## config.mk

```make
export PLATFORM = sky130hd
export DESIGN_NAME = mem_arbiter_flat
export DESIGN_NICKNAME = d
export VERILOG_FILES = /design/src/rtl/cpu_types_pkg.sv /design/src/rtl/mem_arbiter_if.sv /design/src/rtl/arb_watchdog.sv /design/src/rtl/mem_arbiter.sv /design/src/flat_wrapper.sv
export SDC_FILE = /design/constraint.sdc
export NUM_CORES = 1
export LEC_CHECK = 0
export ABC_CLOCK_PERIOD_IN_PS = 1800
export CORE_AREA = 5 5 102 104
export CTS_CLUSTER_DIAMETER = 60
export CTS_CLUSTER_SIZE = 40
export DETAILED_ROUTE_END_ITERATION = 7
export DIE_AREA = 0 0 107 109
export PLACE_DENSITY_LB_ADDON = 0.12
export RECOVER_POWER = 25
export SYNTH_ARGS = -nofsm -noshare
export SYNTH_HDL_FRONTEND = slang
export SYNTH_HIERARCHICAL = 1
export SYNTH_SLANG_ARGS = --single-unit
```

## constraint.sdc

```tcl
create_clock -name CLK -period 1.8 [get_ports CLK]
set_input_delay 0.36 -clock CLK [delete_from_list [all_inputs] [get_ports CLK]]
set_output_delay 0.36 -clock CLK [all_outputs]
set_load 0.005 [all_outputs]
```

## src/rtl/cpu_types_pkg.sv

```systemverilog
// Shared CPU-side types: bus words, RAM handshake state, and the
// memory arbiter's FSM and channel encodings.
package cpu_types_pkg;

    typedef logic [31:0] word_t;

    typedef enum logic [1:0] {
        FREE   = 2'd0,
        BUSY   = 2'd1,
        ACCESS = 2'd2,
        ERROR  = 2'd3
    } ramstate_t;

    typedef enum logic [1:0] {
        IDLE   = 2'd0,
        DGRANT = 2'd1,
        IGRANT = 2'd2,
        FAULT  = 2'd3
    } arb_state_t;

    typedef enum logic {
        INSTR = 1'b0,
        DATA  = 1'b1
    } arb_chan_t;

endpackage

```

## src/rtl/mem_arbiter_if.sv

```systemverilog
// Request-unit and RAM-side signals of the memory arbiter.
// The slave view is the arbiter; the master view is its environment.
interface mem_arbiter_if;
    import cpu_types_pkg::*;

    logic      iREN;
    word_t     iaddr;
    logic      ihit;
    word_t     iload;
    logic      dREN;
    logic      dWEN;
    word_t     daddr;
    word_t     dstore;
    logic      dhit;
    word_t     dload;
    logic      ramREN;
    logic      ramWEN;
    word_t     ramaddr;
    word_t     ramstore;
    word_t     ramload;
    ramstate_t ramstate;
    logic      err;

    modport slave (
        input  iREN, iaddr, dREN, dWEN, daddr, dstore, ramload, ramstate,
        output ihit, iload, dhit, dload, ramREN, ramWEN, ramaddr, ramstore, err
    );

    modport master (
        output iREN, iaddr, dREN, dWEN, daddr, dstore, ramload, ramstate,
        input  ihit, iload, dhit, dload, ramREN, ramWEN, ramaddr, ramstore, err
    );

endinterface

```

## src/rtl/arb_watchdog.sv

```systemverilog
// Grant watchdog: 8-bit saturating cycle counter that flags a grant
// which has waited TIMEOUT cycles for RAM completion.
module arb_watchdog #(
    parameter int TIMEOUT = 64
) (
    input  logic CLK,
    input  logic nRST,
    input  logic clear,
    input  logic enable,
    output logic expired
);

    localparam logic [7:0] LIMIT = 8'(TIMEOUT - 1);

    logic [7:0] count;

    always_ff @(posedge CLK or negedge nRST) begin
        if (!nRST) begin
            count <= '0;
        end else if (clear) begin
            count <= '0;
        end else if (enable && count != '1) begin
            count <= count + 8'd1;
        end
    end

    // Fires during the TIMEOUT-th waiting cycle so the FSM leaves on that edge.
    assign expired = enable && (count >= LIMIT);

endmodule

```

## src/rtl/mem_arbiter.sv

```systemverilog
// Round-robin arbiter between instruction fetch and data access for the
// single shared RAM port, with sticky fault on RAM error or watchdog expiry.
module mem_arbiter #(
    parameter int TIMEOUT = 64
) (
    input  logic          CLK,
    input  logic          nRST,
    mem_arbiter_if.slave  bus
);
    import cpu_types_pkg::*;

    arb_state_t state, state_nxt;
    arb_chan_t  last, last_nxt;

    logic dreq, ireq, access, ramerr, grant, expired;

    assign dreq   = bus.dREN | bus.dWEN;
    assign ireq   = bus.iREN;
    assign access = (bus.ramstate == ACCESS);
    assign ramerr = (bus.ramstate == ERROR);
    assign grant  = (state == DGRANT) || (state == IGRANT);

    arb_watchdog #(.TIMEOUT(TIMEOUT)) u_watchdog (
        .CLK     (CLK),
        .nRST    (nRST),
        .clear   (!grant),
        .enable  (grant && !access),
        .expired (expired)
    );

    always_ff @(posedge CLK or negedge nRST) begin
        if (!nRST) begin
            state <= IDLE;
            last  <= INSTR;
        end else begin
            state <= state_nxt;
            last  <= last_nxt;
        end
    end

    always_comb begin
        state_nxt = state;
        last_nxt  = last;
        case (state)
            IDLE: begin
                if (dreq && ireq)
                    state_nxt = (last == INSTR) ? DGRANT : IGRANT;
                else if (dreq)
                    state_nxt = DGRANT;
                else if (ireq)
                    state_nxt = IGRANT;
            end
            DGRANT: begin
                if (ramerr) begin
                    state_nxt = FAULT;
                end else if (!dreq) begin
                    state_nxt = IDLE;
                end else if (access) begin
                    state_nxt = IDLE;
                    last_nxt  = DATA;
                end else if (expired) begin
                    state_nxt = FAULT;
                end
            end
            IGRANT: begin
                if (ramerr) begin
                    state_nxt = FAULT;
                end else if (!ireq) begin
                    state_nxt = IDLE;
                end else if (access) begin
                    state_nxt = IDLE;
                    last_nxt  = INSTR;
                end else if (expired) begin
                    state_nxt = FAULT;
                end
            end
            FAULT: state_nxt = FAULT;
            default: state_nxt = IDLE;
        endcase
    end

    always_comb begin
        bus.ramREN   = 1'b0;
        bus.ramWEN   = 1'b0;
        bus.ramaddr  = '0;
        bus.ramstore = '0;
        bus.ihit     = 1'b0;
        bus.iload    = '0;
        bus.dhit     = 1'b0;
        bus.dload    = '0;
        bus.err      = (state == FAULT);
        case (state)
            DGRANT: begin
                bus.ramWEN   = bus.dWEN;
                bus.ramREN   = bus.dREN & ~bus.dWEN;
                bus.ramaddr  = bus.daddr;
                bus.ramstore = bus.dstore;
                if (access && dreq) begin
                    bus.dhit  = 1'b1;
                    bus.dload = bus.ramload;
                end
            end
            IGRANT: begin
                bus.ramREN  = 1'b1;
                bus.ramaddr = bus.iaddr;
                if (access && ireq) begin
                    bus.ihit  = 1'b1;
                    bus.iload = bus.ramload;
                end
            end
            default: ;
        endcase
    end

endmodule

```

## src/flat_wrapper.sv

```systemverilog
// flat-port wrapper written by rule: the top's interface ports become plain ports
module mem_arbiter_flat import cpu_types_pkg::*;
#(
    parameter int TIMEOUT = 64
)
  (CLK, nRST, bus_iREN, bus_iaddr, bus_dREN, bus_dWEN, bus_daddr, bus_dstore, bus_ramload, bus_ramstate, bus_ihit, bus_iload, bus_dhit, bus_dload, bus_ramREN, bus_ramWEN, bus_ramaddr, bus_ramstore, bus_err);
  mem_arbiter_if bus_i ();
  input  logic CLK;
  input  logic nRST;
  input wire logic [$bits(bus_i.iREN)-1:0] bus_iREN;
  input wire logic [$bits(bus_i.iaddr)-1:0] bus_iaddr;
  input wire logic [$bits(bus_i.dREN)-1:0] bus_dREN;
  input wire logic [$bits(bus_i.dWEN)-1:0] bus_dWEN;
  input wire logic [$bits(bus_i.daddr)-1:0] bus_daddr;
  input wire logic [$bits(bus_i.dstore)-1:0] bus_dstore;
  input wire logic [$bits(bus_i.ramload)-1:0] bus_ramload;
  input wire logic [$bits(bus_i.ramstate)-1:0] bus_ramstate;
  output wire logic [$bits(bus_i.ihit)-1:0] bus_ihit;
  output wire logic [$bits(bus_i.iload)-1:0] bus_iload;
  output wire logic [$bits(bus_i.dhit)-1:0] bus_dhit;
  output wire logic [$bits(bus_i.dload)-1:0] bus_dload;
  output wire logic [$bits(bus_i.ramREN)-1:0] bus_ramREN;
  output wire logic [$bits(bus_i.ramWEN)-1:0] bus_ramWEN;
  output wire logic [$bits(bus_i.ramaddr)-1:0] bus_ramaddr;
  output wire logic [$bits(bus_i.ramstore)-1:0] bus_ramstore;
  output wire logic [$bits(bus_i.err)-1:0] bus_err;
  assign bus_i.iREN = bus_iREN;
  assign bus_i.iaddr = bus_iaddr;
  assign bus_i.dREN = bus_dREN;
  assign bus_i.dWEN = bus_dWEN;
  assign bus_i.daddr = bus_daddr;
  assign bus_i.dstore = bus_dstore;
  assign bus_i.ramload = bus_ramload;
  assign bus_i.ramstate = bus_ramstate;
  assign bus_ihit = bus_i.ihit;
  assign bus_iload = bus_i.iload;
  assign bus_dhit = bus_i.dhit;
  assign bus_dload = bus_i.dload;
  assign bus_ramREN = bus_i.ramREN;
  assign bus_ramWEN = bus_i.ramWEN;
  assign bus_ramaddr = bus_i.ramaddr;
  assign bus_ramstore = bus_i.ramstore;
  assign bus_err = bus_i.err;
  mem_arbiter #(.TIMEOUT(TIMEOUT)) u_core (.CLK(CLK), .nRST(nRST), .bus(bus_i));
endmodule
```

==> impl_metrics.json <==
{
  "cpPeakStageDelay_ns": 0.42,
  "fp-row-count": 36,
  "cts_tree": "yes",
  "hold_path_class": "input port to asynchronous set/reset pin",
  "place_area_um2": 4830,
  "synth_async_sr_flop_share_pct": 100,
  "drive_above_1_share_pct": 51.4,
  "gp_congestion": 0.816,
  "synth_cells": 272,
  "synth_edf_count": 0,
  "antenna_found_initial": 0,
  "route.detailed.drc": 0,
  "gr-total-overflow": 0,
  "netlist_area_um2": 1900,
  "grt_pass1_vias": 3050,
  "drtIter0Drc": 104,
  "crit_path_start_kind": "register",
  "tightestPinTransition_ns": 0.546,
  "finalClockSkew_ns": 0.00396,
  "cts_sinks": 11,
  "synth_flop_cell": "dfrtp_1",
  "fin_setup_tns_ns": -23.74,
  "post_synth_num_cell_types": 39,
  "crit_fanout": 8,
  "area_delta_synth_final_pct": 193,
  "wirelength_um": 13000,
  "cts_buffer_depth": 2,
  "hold_violations": 0,
  "reg2reg_depth": 9,
  "nFillCells": 874,
  "drt-pass1-iter-count": 4,
  "layout_min_cycle_time_ns": 2.09,
  "max_freq_mhz": 478,
  "grt_pass1_wl_um": 17400,
  "peakVddDrop_mv": 0.585,
  "slew_headroom_pct": 63.5,
  "p_leak_uw": 0.00256,
  "finalSetupViolCount": 138,
  "crit_required_ns": 1.44,
  "avgViaCountPerCell": 4.53,
  "cts_made_buffers": 3,
  "h-tree-depth": 1,
  "powerDensity_nw_per_um2": 992,
  "nets": 720,
  "failed_checks": "setup timing",
  "synth_warnings": 6,
  "finalInstanceArea_um2": 5570,
  "worst_slack_ns": -0.290,
  "maxCapViolCount": 0,
  "period_share_pct": 116,
  "final_cell_mix": "clkdlybuf4s50_1 (132), buf_6 (62), buf_2 (58)",
  "path_cells": "inv_2 -> ha_4 -> o21ai_4 -> nor2_4 -> buf_12 -> clkbuf_16 -> and2_4 -> buf_6",
  "portBuffers": 267,
  "path_clk_slew_ns": 0.05,
  "clock_latency_ns": 0.24,
  "endpoint_kind": "primary output",
  "routedWlPerCell_um": 18.7,
  "seq_area_frac_synth_pct": 14.5,
  "ys_seq_elements": 11,
  "dpl.hpwl_um": 9500,
  "p_total_uw": 5520,
  "grt_max_degree": 36,
  "crit_slowest_cell": "dfrtp_1",
  "pre_cts_ws_ns": -0.591,
  "syn_avg_cell_area_um2": 6.98,
  "die_w_um": 107,
  "antenna_left": 0,
  "diodes": 0,
  "slew_viol_final": 0,
  "status": "finished, violations left",
  "io_pins": 268,
  "worstPathArrival_ns": 1.73,
  "die_h_um": 109,
  "rsz0062_at_grt": "yes",
  "vias": 3134,
  "grt.total_usage_pct": 19.2,
  "syn_nets": 413,
  "start_util_pct": 20.1,
  "die_area_um2": 11700,
  "crit_type": "register to primary output",
  "coreArea_um2": 9460,
  "holdWs_ns": 0.546,
  "layout_commonest_cell": "clkdlybuf4s50_1",
  "cts-root-buf": "clkbuf_8"
}
-- sequential cells by signal, indices dropped and copies added (netlist names) --
| register | flops |
|---|---|
| u_core/u_watchdog/count | 8 |
| u_core/last | 1 |
| u_core/state | 2 |
-- logic make-up after synthesis --
| kind of cell | after synthesis | synth area share [%] |
|---|---|---|
| AOI/OAI and AO/OA | 55 | 21.4 |
| DFF | 11 | 14.5 |
| adders and majority gates | 6 | 3.96 |
| and+or+nand+nor | 168 | 51.2 |
| muxes | 3 | 2.11 |
| buffers and inverters | 29 | 6.86 |
-- critical path, delay by kind of cell (launching register included) --
kind            cells  cell delay, ns
simple gates        2            0.23
flops               1            0.42
buf+inv             4            0.53
fa+ha+maj           1            0.21
compound gates      1            0.09
-- report_power, final --
part           switching [uW]  internal (uW)  total, uW  leakage, uW
clock network            95.5            156        251    0.0000228
registers                63.5            296        360     0.000143
logic                    2090           2820       4910      0.00239
total                    2250           3270       5520      0.00256
-- path summary, 6_finish.rpt --
path,slack [ns],endpoint,startpoint
max,-0.29,bus_dload[15],u_core/state[1]
min,0.55,u_core/u_watchdog/count[0],nRST
max reg2reg,-0.12,u_core/u_watchdog/count[5],u_core/state[0]
min reg2reg,0.58,u_core/u_watchdog/count[4],u_core/u_watchdog/count[4]
max in group asynchronous,0.86,u_core/state[0],nRST
min in group CLK,0.58,u_core/u_watchdog/count[4],u_core/u_watchdog/count[4]
-- layer usage --
metal / global-route usage (%) / routed length [um] / vias to the layer above
li1: - / - / 1537
met1: 19.3 / 4450 / 1430
met2: 38.1 / 7260 / 154
met3: 6.75 / 1110 / 13
met4: 3.74 / 140 / 0
met5: 0 / 0 / -
-- metrics by stage --
stage / utilization, % / std cells
3_5_place_dp: 51.0 / 652
3_3_place_gp: 51.0 / 652
2_1_floorplan: - / 272
4_1_cts: 54.0 / 676
5_1_grt: 58.8 / 692
6_report: 58.8 / 692
-- synthesized netlist by cell type, types with 2 or more instances --
library cell  count  area share [%]
nor2b_1           3            0.99
nand2b_1          3            0.99
a21oi_1           4             1.1
a31oi_1           4             1.3
ha_1              6             4.0
dfrtp_1          11              15
nor2_4            2             1.2
inv_1             5            0.99
buf_2            11             2.9
a22oi_1          32              13
nand3_1           3            0.79
mux2_4            2             1.6
clkbuf_1         11             2.2
a211oi_1          4             1.6
and4_1            4             1.8
nand2_1           6             1.2
nor2_1           41             8.1
o21bai_1          2            0.79
and2_1           97              32
and3_1            2            0.66
-- layout make-up --
class                   count  area (um^2)  share of cell area, %
well taps                 114          143                   2.56
repair buffers            325         3210                   57.7
inverters                   6         30.0                  0.540
multi-input cells         232         1860                   33.4
clock buffers               4         45.0                  0.809
flip-flops and latches     11          277                   4.97
-- what timing repair did --
action | CTS | global route
gates cloned | 7 | 8
setup endpoints to repair | 142 | 143
pin swaps | 26 | 49
hold buffers | 0 | 0
setup buffers | 13 | 16
gates resized for setup | 495 | 192
Note: power is estimated with default switching activity, not from simulation.
